**config.mk**
```make
export PLATFORM = sky130hd
export DESIGN_NAME = phase_scheduler
export DESIGN_NICKNAME = d
export VERILOG_FILES = /design/src/rtl/traffic_pkg.sv /design/src/rtl/rr_arbiter4.sv /design/src/rtl/phase_scheduler.sv
export SDC_FILE = /design/constraint.sdc
export NUM_CORES = 1
export LEC_CHECK = 0
export ABC_AREA = 0
export BUFFER_PORTS_ARGS = -buffer_cell sky130_fd_sc_hd__buf_2
export CORE_UTILIZATION = 58
export CTS_BUF_LIST = sky130_fd_sc_hd__clkbuf_16
export DETAILED_ROUTE_END_ITERATION = 10
export PLACE_DENSITY_LB_ADDON = 0.15
export SLEW_MARGIN = 10
export SYNTH_ARGS = -nofsm -noshare
export SYNTH_HDL_FRONTEND = slang
export SYNTH_HIERARCHICAL = 1
export SYNTH_SLANG_ARGS = --single-unit
```
**constraint.sdc**
```tcl
create_clock -name clk -period 4.08 [get_ports clk]
set_clock_uncertainty 0.1 [all_clocks]
set_input_delay 0 -clock clk [delete_from_list [all_inputs] [get_ports clk]]
set_output_delay 0 -clock clk [all_outputs]
set_load 0.01 [all_outputs]
```
**src/rtl/traffic_pkg.sv**
```systemverilog
// Shared encodings and default timing for the four-side phase scheduler.
package traffic_pkg;

  typedef enum logic [3:0] {
    ST_IDLE   = 4'b0001,
    ST_GREEN  = 4'b0010,
    ST_YELLOW = 4'b0100,
    ST_ALLRED = 4'b1000
  } state_t;

  localparam logic [3:0] SIDE_NONE = 4'b0000;
  localparam logic [3:0] SIDE_0    = 4'b0001;
  localparam logic [3:0] SIDE_1    = 4'b0010;
  localparam logic [3:0] SIDE_2    = 4'b0100;
  localparam logic [3:0] SIDE_3    = 4'b1000;

  localparam int GREEN_MIN_DEF = 4;
  localparam int GREEN_MAX_DEF = 10;
  localparam int YELLOW_T_DEF  = 2;
  localparam int ALLRED_T_DEF  = 1;
  localparam int CNT_W         = 8;

endpackage

```
**src/rtl/rr_arbiter4.sv**
```systemverilog
// Combinational round-robin pick: first pending side after the last-granted one.
module rr_arbiter4
  import traffic_pkg::*;
(
  input  logic [3:0] pending,
  input  logic [3:0] last_grant,
  output logic [3:0] grant
);

  logic [1:0] last_idx;
  logic [1:0] idx;
  logic       found;

  always_comb begin
    case (last_grant)
      SIDE_0:  last_idx = 2'd0;
      SIDE_1:  last_idx = 2'd1;
      SIDE_2:  last_idx = 2'd2;
      default: last_idx = 2'd3;
    endcase
  end

  always_comb begin
    grant = SIDE_NONE;
    found = 1'b0;
    idx   = 2'd0;
    for (int i = 1; i <= 4; i++) begin
      idx = last_idx + 2'(i);
      if (!found && pending[idx]) begin
        grant[idx] = 1'b1;
        found      = 1'b1;
      end
    end
  end

endmodule

```
**src/rtl/phase_scheduler.sv**
```systemverilog
// Four-side green/yellow/all-red phase scheduler with round-robin grants.
//   state  | meaning
//   IDLE   | stopped, all lamps red, waiting for start
//   ALLRED | clearance interval, then grant next pending side
//   GREEN  | granted side has green, cnt measures phase length
//   YELLOW | granted side shows yellow before clearance
module phase_scheduler
  import traffic_pkg::*;
#(
  parameter int GREEN_MIN = GREEN_MIN_DEF,
  parameter int GREEN_MAX = GREEN_MAX_DEF,
  parameter int YELLOW_T  = YELLOW_T_DEF,
  parameter int ALLRED_T  = ALLRED_T_DEF
) (
  input  logic       clk,
  input  logic       reset,
  input  logic       start,
  input  logic [3:0] req,
  output logic [3:0] at_side,
  output logic [3:0] at_state,
  output logic       R,
  output logic       Y,
  output logic       G
);

  localparam logic [CNT_W-1:0] GMIN_LAST = CNT_W'(GREEN_MIN - 1);
  localparam logic [CNT_W-1:0] GMAX_LAST = CNT_W'(GREEN_MAX - 1);
  localparam logic [CNT_W-1:0] Y_LAST    = CNT_W'(YELLOW_T - 1);
  localparam logic [CNT_W-1:0] AR_LAST   = CNT_W'(ALLRED_T - 1);

  state_t           state, state_nxt;
  logic [CNT_W-1:0] cnt, cnt_nxt;
  logic [3:0]       pending, pending_nxt;
  logic [3:0]       last_grant;
  logic [3:0]       grant;
  logic [3:0]       at_side_nxt;
  logic             r_nxt, y_nxt, g_nxt;
  logic             entry;
  logic             other_pending;
  logic             cur_req;
  logic             min_done, max_done;

  rr_arbiter4 u_arb (
    .pending    (pending),
    .last_grant (last_grant),
    .grant      (grant)
  );

  assign other_pending = |(pending & ~at_side);
  assign cur_req       = |(req & at_side);
  assign min_done      = (cnt >= GMIN_LAST);
  assign max_done      = (cnt >= GMAX_LAST);
  assign entry         = (state == ST_ALLRED) && (state_nxt == ST_GREEN);
  // A grant consumes the side's demand even if req is still high that cycle.
  assign pending_nxt   = (pending | req) & ~(entry ? grant : SIDE_NONE);
  assign at_state      = state;

  always_ff @(posedge clk or negedge reset) begin
    if (!reset) begin
      state      <= ST_IDLE;
      cnt        <= '0;
      pending    <= SIDE_NONE;
      last_grant <= SIDE_3;
      at_side    <= SIDE_NONE;
      R          <= 1'b1;
      Y          <= 1'b0;
      G          <= 1'b0;
    end else begin
      state   <= state_nxt;
      cnt     <= cnt_nxt;
      pending <= pending_nxt;
      at_side <= at_side_nxt;
      R       <= r_nxt;
      Y       <= y_nxt;
      G       <= g_nxt;
      if (entry) last_grant <= grant;
    end
  end

  always_comb begin
    state_nxt = state;
    cnt_nxt   = cnt;
    case (state)
      ST_IDLE: begin
        cnt_nxt = '0;
        if (start) state_nxt = ST_ALLRED;
      end
      ST_ALLRED: begin
        if (cnt >= AR_LAST) begin
          cnt_nxt = '0;
          if (!start)        state_nxt = ST_IDLE;
          else if (|pending) state_nxt = ST_GREEN;
          else               cnt_nxt   = AR_LAST;
        end else begin
          cnt_nxt = cnt + 1'b1;
        end
      end
      ST_GREEN: begin
        if ((min_done && other_pending && !cur_req) ||
            (max_done && other_pending) ||
            (!start && min_done)) begin
          state_nxt = ST_YELLOW;
          cnt_nxt   = '0;
        end else if (!max_done) begin
          cnt_nxt = cnt + 1'b1;
        end
      end
      ST_YELLOW: begin
        if (cnt >= Y_LAST) begin
          state_nxt = ST_ALLRED;
          cnt_nxt   = '0;
        end else begin
          cnt_nxt = cnt + 1'b1;
        end
      end
      default: begin
        state_nxt = ST_IDLE;
        cnt_nxt   = '0;
      end
    endcase
  end

  // Lamps and side are computed from the upcoming state so they are registered.
  always_comb begin
    at_side_nxt = SIDE_NONE;
    r_nxt       = 1'b0;
    y_nxt       = 1'b0;
    g_nxt       = 1'b0;
    case (state_nxt)
      ST_GREEN: begin
        g_nxt       = 1'b1;
        at_side_nxt = entry ? grant : at_side;
      end
      ST_YELLOW: begin
        y_nxt       = 1'b1;
        at_side_nxt = at_side;
      end
      default: r_nxt = 1'b1;
    endcase
  end

endmodule

```
# Yosys cells after proc, flatten, opt, wreduce, memory -nomap -nowiden
# Cells that the tools add are included.
word_totals:
  regBits: 27
  elab_cells: 111
classes:
  addsub: 4
  order_cmp: 12
  eq_ne: 11
  mux: 42
  bitwise_logic: 10
  reduce_logical: 24
op_table:
  columns: ["cell", "count"]
  rows:
  - ["4-bit 2-to-1 mux", 12]
  - ["8-bit 2-to-1 mux", 4]
  - ["8-bit case mux with 3 select lines", 1]
  - ["8-bit by 1-bit greater-or-equal comparator with 1-bit output, second input constant", 2]
  - ["4-bit bitwise OR", 4]
  - ["4-bit case mux with 4 select lines", 1]
  - ["1-bit 2-to-1 mux", 14]
  - ["4-bit AND", 3]
  - ["4-bit by 2-bit equality test with 1-bit output, second input constant", 3]
  - ["4-bit by 3-bit equality test with 1-bit output, second input constant", 3]
  - ["1-bit logical AND", 12]
  - ["2-bit by 3-bit less-than comparator with 1-bit output, second input constant", 4]
  - ["4-bit OR reduction", 3]
  - ["8-bit by 1-bit adder with 8-bit output, second input constant", 1]
  - ["1-bit binary-select mux with 2-bit select", 4]
  - ["1-bit demux with 2-bit select", 4]
  - ["4-bit by 1-bit equality test with 1-bit output, second input constant", 2]
  - ["2-bit by 1-bit greater-or-equal comparator with 1-bit output, second input constant", 4]
  - ["8-bit by 2-bit greater-or-equal comparator with 1-bit output, second input constant", 1]
  - ["8-bit by 4-bit greater-or-equal comparator with 1-bit output, second input constant", 1]
  - ["4-bit inverter", 2]
  - ["4-bit case mux with 2 select lines", 1]
  - ["2-bit case mux with 3 select lines", 1]
  - ["1-bit zero test", 5]
  - ["other kinds (9)", 11]

# Longest topological paths before layout
# Gate-level depths: netlist of the first run.
logic_depth:
  depth_word: 18
  ltp_mapped: 12
  mapped_depth_nobuf: 12

# Hierarchy
# Netlist of the first run, hierarchy kept.
modules_own_cells:
  columns: ["module", "n_inst", "cells_each", "area_each_um2", "seq_area_each_um2"]
  rows:
  - ["phase_scheduler", 1, 115, 1313.8, 679.4]
  - ["rr_arbiter4", 1, 46, 424.2, 0.0]

# Worst setup path before layout of the first run
# Ideal clock, no wire load.
synth_path:
  path_type: "reg2reg"
  startpoint: "reg last_grant[1]"
  endpoint: "reg last_grant[2]"
  arrival_ns: 2.695
  t_required_ns: 3.852
  setup_slack_ns: 1.157
  path_stages_with_launch: 12
  path_cell_list: "dfrtp_1 -> nor2_1 -> nand3_1 -> ha_1 -> o41ai_2 -> and2_1 -> buf_6 -> mux4_2 -> and2_1 -> a31o_1 -> a221o_1 -> mux2_1"
synth_via:
  elab_chain_len: 15
  word_cells_on_any_way: 51
synth_lines:
  columns: ["element", "line_no", "rtl"]
  rows:
  - ["start: declaration", "phase_scheduler.sv:34", "logic [3:0] last_grant;"]
  - ["start signal: assignment", "phase_scheduler.sv:76", "if (entry) last_grant <= grant;"]
  - ["4-bit by 3-bit equality test with 1-bit output, or another cell as far along", "rr_arbiter4.sv:15", "case (last_grant)"]
  - ["2-bit case mux with 3 select lines *", "rr_arbiter4.sv:15", null]
  - ["branches (longest 12 deep; another with 2-bit by 3-bit less-than comparator with 1-bit output)", null, null]
  - ["4-bit 2-to-1 mux *", "rr_arbiter4.sv:29", "if (!found && pending[idx]) begin"]
  - ["named net grant[2]", "phase_scheduler.sv:35", "logic [3:0] grant;"]
# Mark *: on every way through the listed nets, which the timed path passes. The select of a mux whose other input is x is not followed.
# A chain may end at the register's enable or synchronous reset.

# Worst setup path after layout of the first run
# Ends and elaborated chain as after synthesis.

==> results of run 1 <==
[worst max path at each step]
stage,slack [ps],start,to,cells past startpoint
floorplan,1160,last_grant[1],last_grant[2],11
global placement,1000,last_grant[1],last_grant[2],10
detailed placement,860,last_grant[1],last_grant[2],10
CTS,850,last_grant[1],last_grant[2],10
global route,700,last_grant[1],last_grant[2],10
finish,860,last_grant[1],last_grant[2],10
[power breakdown]
part / switching [mW] / leakage, nW / internal [mW]
sequential: 0.0527 / 0.341 / 0.311
clock: 0.0948 / 0.0423 / 0.132
combinational: 0.281 / 0.513 / 0.230
[area by class of cell]
cell class              instances  area, sq um
clock buffers                   3         75.1
clock inverters                 1         3.75
fillers                       217          846
inverters                      12         45.0
multi-input cells             118          982
flip-flops and latches         27          679
well taps                      31         38.8
repair buffers                 22          135
[layout by cell type (no fill, tap or decap), types with 5 or more instances in the layout]
master and instances:
buf_2 17, a21oi_1 11, dfrtp_1 24, dlygate4sd3_1 5, mux2i_1 6, nor2_1 10, inv_1 11, ha_1 9
o21ai_0 5, nand2_1 5
[stage by stage]
| stage | total power [mW] | hold slack (ps) | setup WS [ps] |
|---|---|---|---|
| 2_1_floorplan | 0.770 | -396 | 1160 |
| 3_3_place_gp | 0.836 | -71.5 | 998 |
| 3_5_place_dp | 0.870 | -62.5 | 862 |
| 4_1_cts | 1.10 | 76.5 | 850 |
| 5_1_grt | 1.17 | 156 | 702 |
| 6_report | 1.10 | 76.3 | 859 |
[registers in the layout, summed over array words and instances (netlist names)]
signal / cells
at_state: 4
at_side: 4
pending: 4
cnt: 8
R: 1
last_grant: 4
Y: 1
G: 1
[kinds of logic after synthesis]
family	Yosys count	synth area share
and+or+nand+nor	48	0.189
muxes	15	0.109
xor gates and xnor gates	1	0.00504
DFF	27	0.391
buffers and inverters	16	0.0439
adders and majority gates	9	0.0648
AOI/OAI and AO/OA	45	0.197
[critical path: stages (launching register included)]
cell and delay [ps]:
dfrtp_1 420, nor2_1 120, nand3_1 160, ha_1 240, o41ai_2 70, and2_1 400
mux4_2 620, and2_1 190, a31o_1 190, a221o_1 300, mux2_1 300
[layer usage]
| layer | wire length (um) | track usage | vias to the layer above | part of all wire |
|---|---|---|---|---|
| li1 | - | - | 651 | - |
| met1 | 1660 | 0.323 | 655 | 0.46 |
| met2 | 1680 | 0.405 | 44 | 0.46 |
| met3 | 192 | 0.0484 | 8 | 0.053 |
| met4 | 99 | 0.136 | 0 | 0.027 |
| met5 | 0 | 0 | - | 0 |
==> results.toml, run 1 <==
[sta]
drv_slew = 0
hold_viol_final = 0
rsz0062_at_grt = "no"
period_share = 0.789
relSlewSlack = 0.447
tightestPinTransition_ps = 826
max_freq_ghz = 0.310
setup_viol = 0
min_period_ps = 3220
finalSetupTns_ps = 0

[worst_hold_path]
holdPathEnd = "at_state[0]"
worst_hold_path_type = "input pin to flip-flop"
hold_path_startpoint = "start"
hold-path-cell-count = 4

[global_route]
antenna_found_initial = 0
grt_first_pass_wirelength_um = 6100
grt_overflow = 0
grt_pass1_vias = 1359
grt_max_degree = 28
grtUsageTotal = 0.253

[setup_path]
crit_arrival_ps = 3270
startpoint_type = "flip-flop"
rr_startpoint = "last_grant[1]"
cp-end-kind = "flip-flop"
crit_required_ps = 4130
rrSetupSlack_ps = 860
crit_fanout = 7
crit_type = "flip-flop to flip-flop"
rr_endpoint = "last_grant[2]"
reg2regPathDepth = 10

[layout]
final_util = 0.698
fin_area_sq_um = 1960
stdcell_count = 214
syn_to_final_growth_pct = 12.7
num_antenna_cells = 0
drive_gt1_frac = 0.235
nets = 200

[power]
ir_worst_vdd_mv = 0.439
cellPowerDensity_nw_per_um2 = 562
cellLeakagePower_nw = 0.897

[synthesis]
syn_inst = 161
synth.top_cell.area_share = 0.346
yosys.area.top_type = "dfrtp_1"
ys.warnings.count = 6
synth_common_cells = "dfrtp_1 (24), a21oi_1 (11), inv_1 (10), nor2_1 (10), ha_1 (9)"
post_synth_num_cell_types = 57
avgSynthCellArea_sq_um = 10.8
synthTopCellsByArea = "dfrtp_1 (35%), ha_1 (6.5%), dfstp_2 (4.5%), mux2i_1 (3.5%), a21oi_1 (3.2%)"
yosysMostFrequentCell = "dfrtp_1"
synth_edf_count = 0
ys_ff_latch = 27
ys_async_sr_fraction = 1.00
synth_area_sq_um = 1740
syn-num-nets = 177
ys.flop_type = "dfrtp_1"
synth-seq-area-share = 0.391

[clock_tree]
clock-root-buffer = "clkbuf_16"
clkTransAtPathRegs_ps = 70
clock-sinks = 27
tritoncts = "yes"
insertion_delay_ps = 270
cts_max_path_buffers = 2
cts_htree_levels = 1
cts_made_buffers = 3
post_cts_buffers = 0
cts.repair.resized = 0
cts_hold_buf = 5

[die]
core-area_sq_um = 2810
io_pins = 18
initial_core_util = 0.620
die_area_sq_um = 3220
die_y_um = 56.7
fp.dieW_um = 56.7
rows = 19

[placement]
dp_hpwl_um = 2700
finalWeightedCongestion = 0.848
port_buffers = 17
dpl_cell_area_sq_um = 1830
post-place-cells = 205

[route]
antenna_left = 0
viasPerCell = 6.35
drtIter0Drc = 79
num_vias = 1358
dr.pass1.iters = 7
drc = 4
drt_wl_total_um = 3630
wl_per_cell_um = 17.0

[run]
cap_violations = 0

[outcome]
status = "finished, violations left"
violations = "DRC"
Note: power is estimated with default switching activity, not from simulation.
==> run 2: changes to the inputs <==
- CORE_UTILIZATION: 58 -> 52
- clock period: 4.08 -> 2.9 ns (I/O delays scaled with it)
==> run 2 against run 1 <==
  * The run now ends clean
  * Final area grew 6.3%
  * Fmax grew 11%
  * Register-to-register slack lost 850 ps
  * Wire length grew 4.3%
  * First-iteration DRC count grew 25%
  * Flip-flop and latch count is the same
  * Clock-buffer cell count is the same
  * Sequential power grew 42%
  * Critical path type unchanged
  * Largest cell class unchanged
==> results.toml, run 2 (synthesis gave the netlist of run 1 again) <==
[outcome]
status = "finished clean"

[route]
drt_wl_total_um = 3790
viasPerCell = 6.11
dr.pass1.iters = 4
drc = 0
antenna_left = 0
num_vias = 1430
drtIter0Drc = 99
wl_per_cell_um = 16.2

[global_route]
grt_max_degree = 28
antenna_found_initial = 0
grt_overflow = 0
grt_first_pass_wirelength_um = 6310
grtUsageTotal = 0.237
grt_pass1_vias = 1341

[setup_path]
crit_type = "flip-flop to flip-flop"
startpoint_type = "flip-flop"
crit_arrival_ps = 2940
crit_fanout = 4
rrSetupSlack_ps = 6
cp-endpoint = "last_grant[2]"
rr_endpoint = "last_grant[2]"
reg2regPathDepth = 10
cp-end-kind = "flip-flop"
critPathLaunch = "last_grant[1]"
slowest_stage = "mux4_2"
crit_required_ps = 2940
crit_chain = "nor2_1 -> nand3_2 -> ha_4 -> o41ai_2 -> and2_4 -> mux4_2 -> and2_1 -> a31o_1 -> a221o_1 -> mux2_4"
rr_startpoint = "last_grant[1]"
cpPeakStageDelay_ps = 560

[placement]
dpl_cell_area_sq_um = 1900
dp_hpwl_um = 2770
finalWeightedCongestion = 0.906
port_buffers = 17

[layout]
nets = 207
largest_reg_flops = 8
drive_gt1_frac = 0.316
syn_to_final_growth_pct = 19.8
num_antenna_cells = 0
fin_area_sq_um = 2080
final_cell_mix = "dfrtp_1 (24), buf_2 (17), a21oi_1 (11), inv_1 (10), nor2_1 (9)"
layout_commonest_cell = "dfrtp_1"
top_register = "cnt"

[die]
core-area_sq_um = 3100
io_pins = 18
rows = 20
fp.dieW_um = 59.8
die_area_sq_um = 3580
initial_core_util = 0.560
die_y_um = 59.8

[power]
cellPowerDensity_nw_per_um2 = 826
p_switching_mw = 0.648
combPwrFrac = 0.524
p_seq_frac = 0.300
p_clk_frac = 0.176
cellLeakagePower_nw = 0.937
swShare = 0.376
intPower_mw = 1.07
ir_worst_vdd_mv = 0.564

[sta]
hold_viol_final = 0
drv_slew = 0
setup_viol = 0
tightestPinTransition_ps = 895
period_share = 0.998
max_freq_ghz = 0.345
finalSetupTns_ps = 0
relSlewSlack = 0.401
min_period_ps = 2890
rsz0062_at_grt = "yes"

[clock_tree]
cts_htree_levels = 1
cts_made_buffers = 3
cts_max_path_buffers = 2
tritoncts = "yes"
clkTransAtPathRegs_ps = 60
clock-sinks = 27
insertion_delay_ps = 260
clock-root-buffer = "clkbuf_16"

[worst_hold_path]
worst_hold_path_type = "input pin to flip-flop"
hold_path_startpoint = "start"

[run]
cap_violations = 0
run 2: layout make-up:
cell class | count | area, sq um
repair buffers | 29 | 191
well taps | 44 | 55.1
clock inverters | 1 | 5.00
flip-flops and latches | 27 | 679
clock buffers | 3 | 75.1
inverters | 12 | 45.0
multi-input cells | 118 | 1030
fillers | 257 | 1020
run 2: per-stage QoR:
step	std cells	hold WS (ps)	total power [mW]	setup WS [ps]	utilization
CTS	233	95.0	1.63	6.12	0.654
finish	234	92.0	1.72	5.50	0.671
detailed placement	224	-66.8	1.29	-57.8	0.612
global route	234	183	1.83	-64.5	0.671
floorplan	161	-396	1.09	12.9	-
global placement	224	-70.9	1.26	55.4	0.612
run 2: worst max-delay path, delay by kind of cell (launching register included):
| family | cells | cell delay (ps) |
|---|---|---|
| compound gates | 3 | 550 |
| flops | 1 | 420 |
| fa+ha+maj | 1 | 180 |
| simple gates | 4 | 700 |
| mux | 2 | 840 |
run 2: power groups by stage:
stage,logic (mW),clock network [mW],registers [mW]
global route,0.978,0.330,0.521
finish,0.902,0.303,0.515
detailed placement,0.773,0,0.519
global placement,0.753,0,0.511
floorplan,0.586,0,0.503
CTS,0.804,0.312,0.512
run 2: worst min-delay path by stage:
stage / to / slack [ps] / depth (start not counted)
floorplan: G / -400 / 0
global placement: at_side[1] / -70 / 1
detailed placement: at_side[0] / -70 / 1
CTS: at_state[0] / 90 / 4
global route: at_state[0] / 180 / 4
finish: at_state[0] / 90 / 4
run 2: metal layers:
layer	routed length, um	vias up	GRT usage
met2	1770	54	0.359
met1	1710	702	0.337
met5	0	-	0
met3	262	4	0.0541
li1	-	670	-
met4	38	0	0.0698
run 2: repair_timing:
item                                   4_1_cts  5_1_grt
setup endpoints to repair                    6       12
endpoints found under the hold margin       28        0
gates resized for setup                      3        8
gates cloned                                 0        0
hold buffers                                 5        0
pin swaps                                    1        8
buffers inserted                             0        1
==> run 3: changes to the inputs <==
- CTS_BUF_LIST: sky130_fd_sc_hd__clkbuf_16 -> not set
==> run 3 against run 2 <==
  * Die area did not move
  * Utilization down 1.2 points
  * Sequential power is 0.8% higher
  * Fmax is 1.6% higher
  * Critical endpoint is now last_grant[1]
  * Global-route usage shrank 0.44 points
  * Sequential share of layout area up 0.66 points
  * First-iteration DRC count grew 8.1%
  * Final area decreased by 1.8%
  * Clock power fell by 47%
==> results.toml, run 3 (synthesis gave the netlist of run 1 again) <==
[outcome]
status = "finished clean"

[route]
dr.pass1.iters = 4
antenna_left = 0
num_vias = 1411
drc = 0
viasPerCell = 5.98
drtIter0Drc = 107
drt_wl_total_um = 3780
wl_per_cell_um = 16.0

[sta]
relSlewSlack = 0.407
min_period_ps = 2850
finalSetupTns_ps = 0
tightestPinTransition_ps = 886
rsz0062_at_grt = "yes"
period_share = 0.982
max_freq_ghz = 0.351
drv_slew = 0
setup_viol = 0
hold_viol_final = 0

[placement]
finalWeightedCongestion = 0.906
port_buffers = 17
post-place-cells = 224
dp_hpwl_um = 2770
dpl_cell_area_sq_um = 1900

[layout]
fillers = 262
num_antenna_cells = 0
drive_gt1_frac = 0.323
top_register = "cnt"
largest_reg_flops = 8
stdcell_count = 236
syn_to_final_growth_pct = 17.6
final_cell_mix = "dfrtp_1 (23), buf_2 (17), a21oi_1 (11), inv_1 (10)"
seq_area_sq_um = 681
multi_input_area_sq_um = 1030
layout_commonest_cell = "dfrtp_1"
fin_area_sq_um = 2040
nets = 209

[power]
cellPowerDensity_nw_per_um2 = 778
cellLeakagePower_nw = 0.923
finalPower_mw = 1.59
ir_worst_vdd_mv = 0.588

[setup_path]
rrSetupSlack_ps = 50
crit_required_ps = 3020
rr_endpoint = "last_grant[1]"
crit_arrival_ps = 2970
startpoint_type = "flip-flop"
rr_startpoint = "last_grant[3]"
cp-end-kind = "flip-flop"
reg2regPathDepth = 11
crit_fanout = 4
crit_type = "flip-flop to flip-flop"

[die]
initial_core_util = 0.560
die_y_um = 59.8
fp.dieW_um = 59.8
io_pins = 18
rows = 20
die_area_sq_um = 3580
core-area_sq_um = 3100

[clock_tree]
clkTransAtPathRegs_ps = 140
cts_max_path_buffers = 2
tritoncts = "yes"
cts_htree_levels = 1
clock-root-buffer = "clkbuf_4"
clock-sinks = 27
cts_made_buffers = 3
insertion_delay_ps = 330

[worst_hold_path]
holdPathEnd = "at_state[0]"
worst_hold_path_type = "input pin to flip-flop"
hold-path-cell-count = 4
hold_path_startpoint = "start"

[global_route]
grt_pass1_vias = 1308
grt_first_pass_wirelength_um = 6230
antenna_found_initial = 0
grtUsageTotal = 0.233
grt_overflow = 0
grt_max_degree = 28

[run]
cap_violations = 0
-- run 3: cell count changes in the layout (fill, tap and decap cells not counted), sizes merged --
| cell | delta |
|---|---|
| buf | +2 |
-- run 3: stage by stage --
stage               hold WS, ps  worst slack (ps)  utilization
finish                     19.4              50.8        0.659
global route               86.5             -28.7        0.659
CTS                        6.14              4.31        0.639
detailed placement        -66.8             -57.8        0.612
global placement          -70.9              55.4        0.612
floorplan                  -396              12.9            -
-- run 3: critical path: stages, from the launching register on --
cell,delay (ps)
dfstp_2,590
nor2_2,50
nand3_2,90
ha_4,150
o41ai_4,70
and2_4,170
ha_1,310
mux4_2,370
nand2_1,100
mux2i_1,70
a221o_1,350
mux2_1,320
-- run 3: timing repair --
item | 4_1_cts | 5_1_grt
setup buffers | 1 | 2
pin swaps | 1 | 8
gates resized for setup | 3 | 9
setup endpoints to repair | 8 | 12
endpoints found under the hold margin | 31 | 0
hold buffers | 5 | 0
-- run 3: worst max-delay path by stage --
stage	startpoint	endpoint	slack, ps	depth (start not counted)
3_5_place_dp	last_grant[2]	last_grant[2]	-60	9
3_3_place_gp	last_grant[1]	last_grant[2]	60	9
2_1_floorplan	last_grant[2]	last_grant[2]	10	11
6_report	last_grant[3]	last_grant[1]	50	11
5_1_grt	last_grant[3]	last_grant[0]	-30	11
4_1_cts	last_grant[2]	last_grant[2]	4	10
-- run 3: layout make-up --
| cell class | count | area share |
|---|---|---|
| clock buffer | 3 | 0.0110 |
| clock inverter | 1 | 0.00245 |
| inverter | 12 | 0.0220 |
| multi-input combinational | 118 | 0.504 |
| sequential | 27 | 0.333 |
| tap | 44 | 0.0269 |
| timing repair buffer | 31 | 0.101 |
-- run 3: routing by layer --
layer | vias to the layer above | GRT usage | part of all wire
li1 | 668 | - | -
met1 | 690 | 0.336 | 0.46
met2 | 50 | 0.356 | 0.47
met3 | 3 | 0.0519 | 0.066
met4 | 0 | 0.0532 | 0.0045
met5 | - | 0 | 0
-- run 3: power breakdown --
part	leakage, nW	total (mW)	internal [mW]	switching, mW
clock network	0.0177	0.160	0.0518	0.108
logic	0.566	0.911	0.457	0.454
registers	0.340	0.519	0.438	0.0806
total	0.923	1.59	0.947	0.643
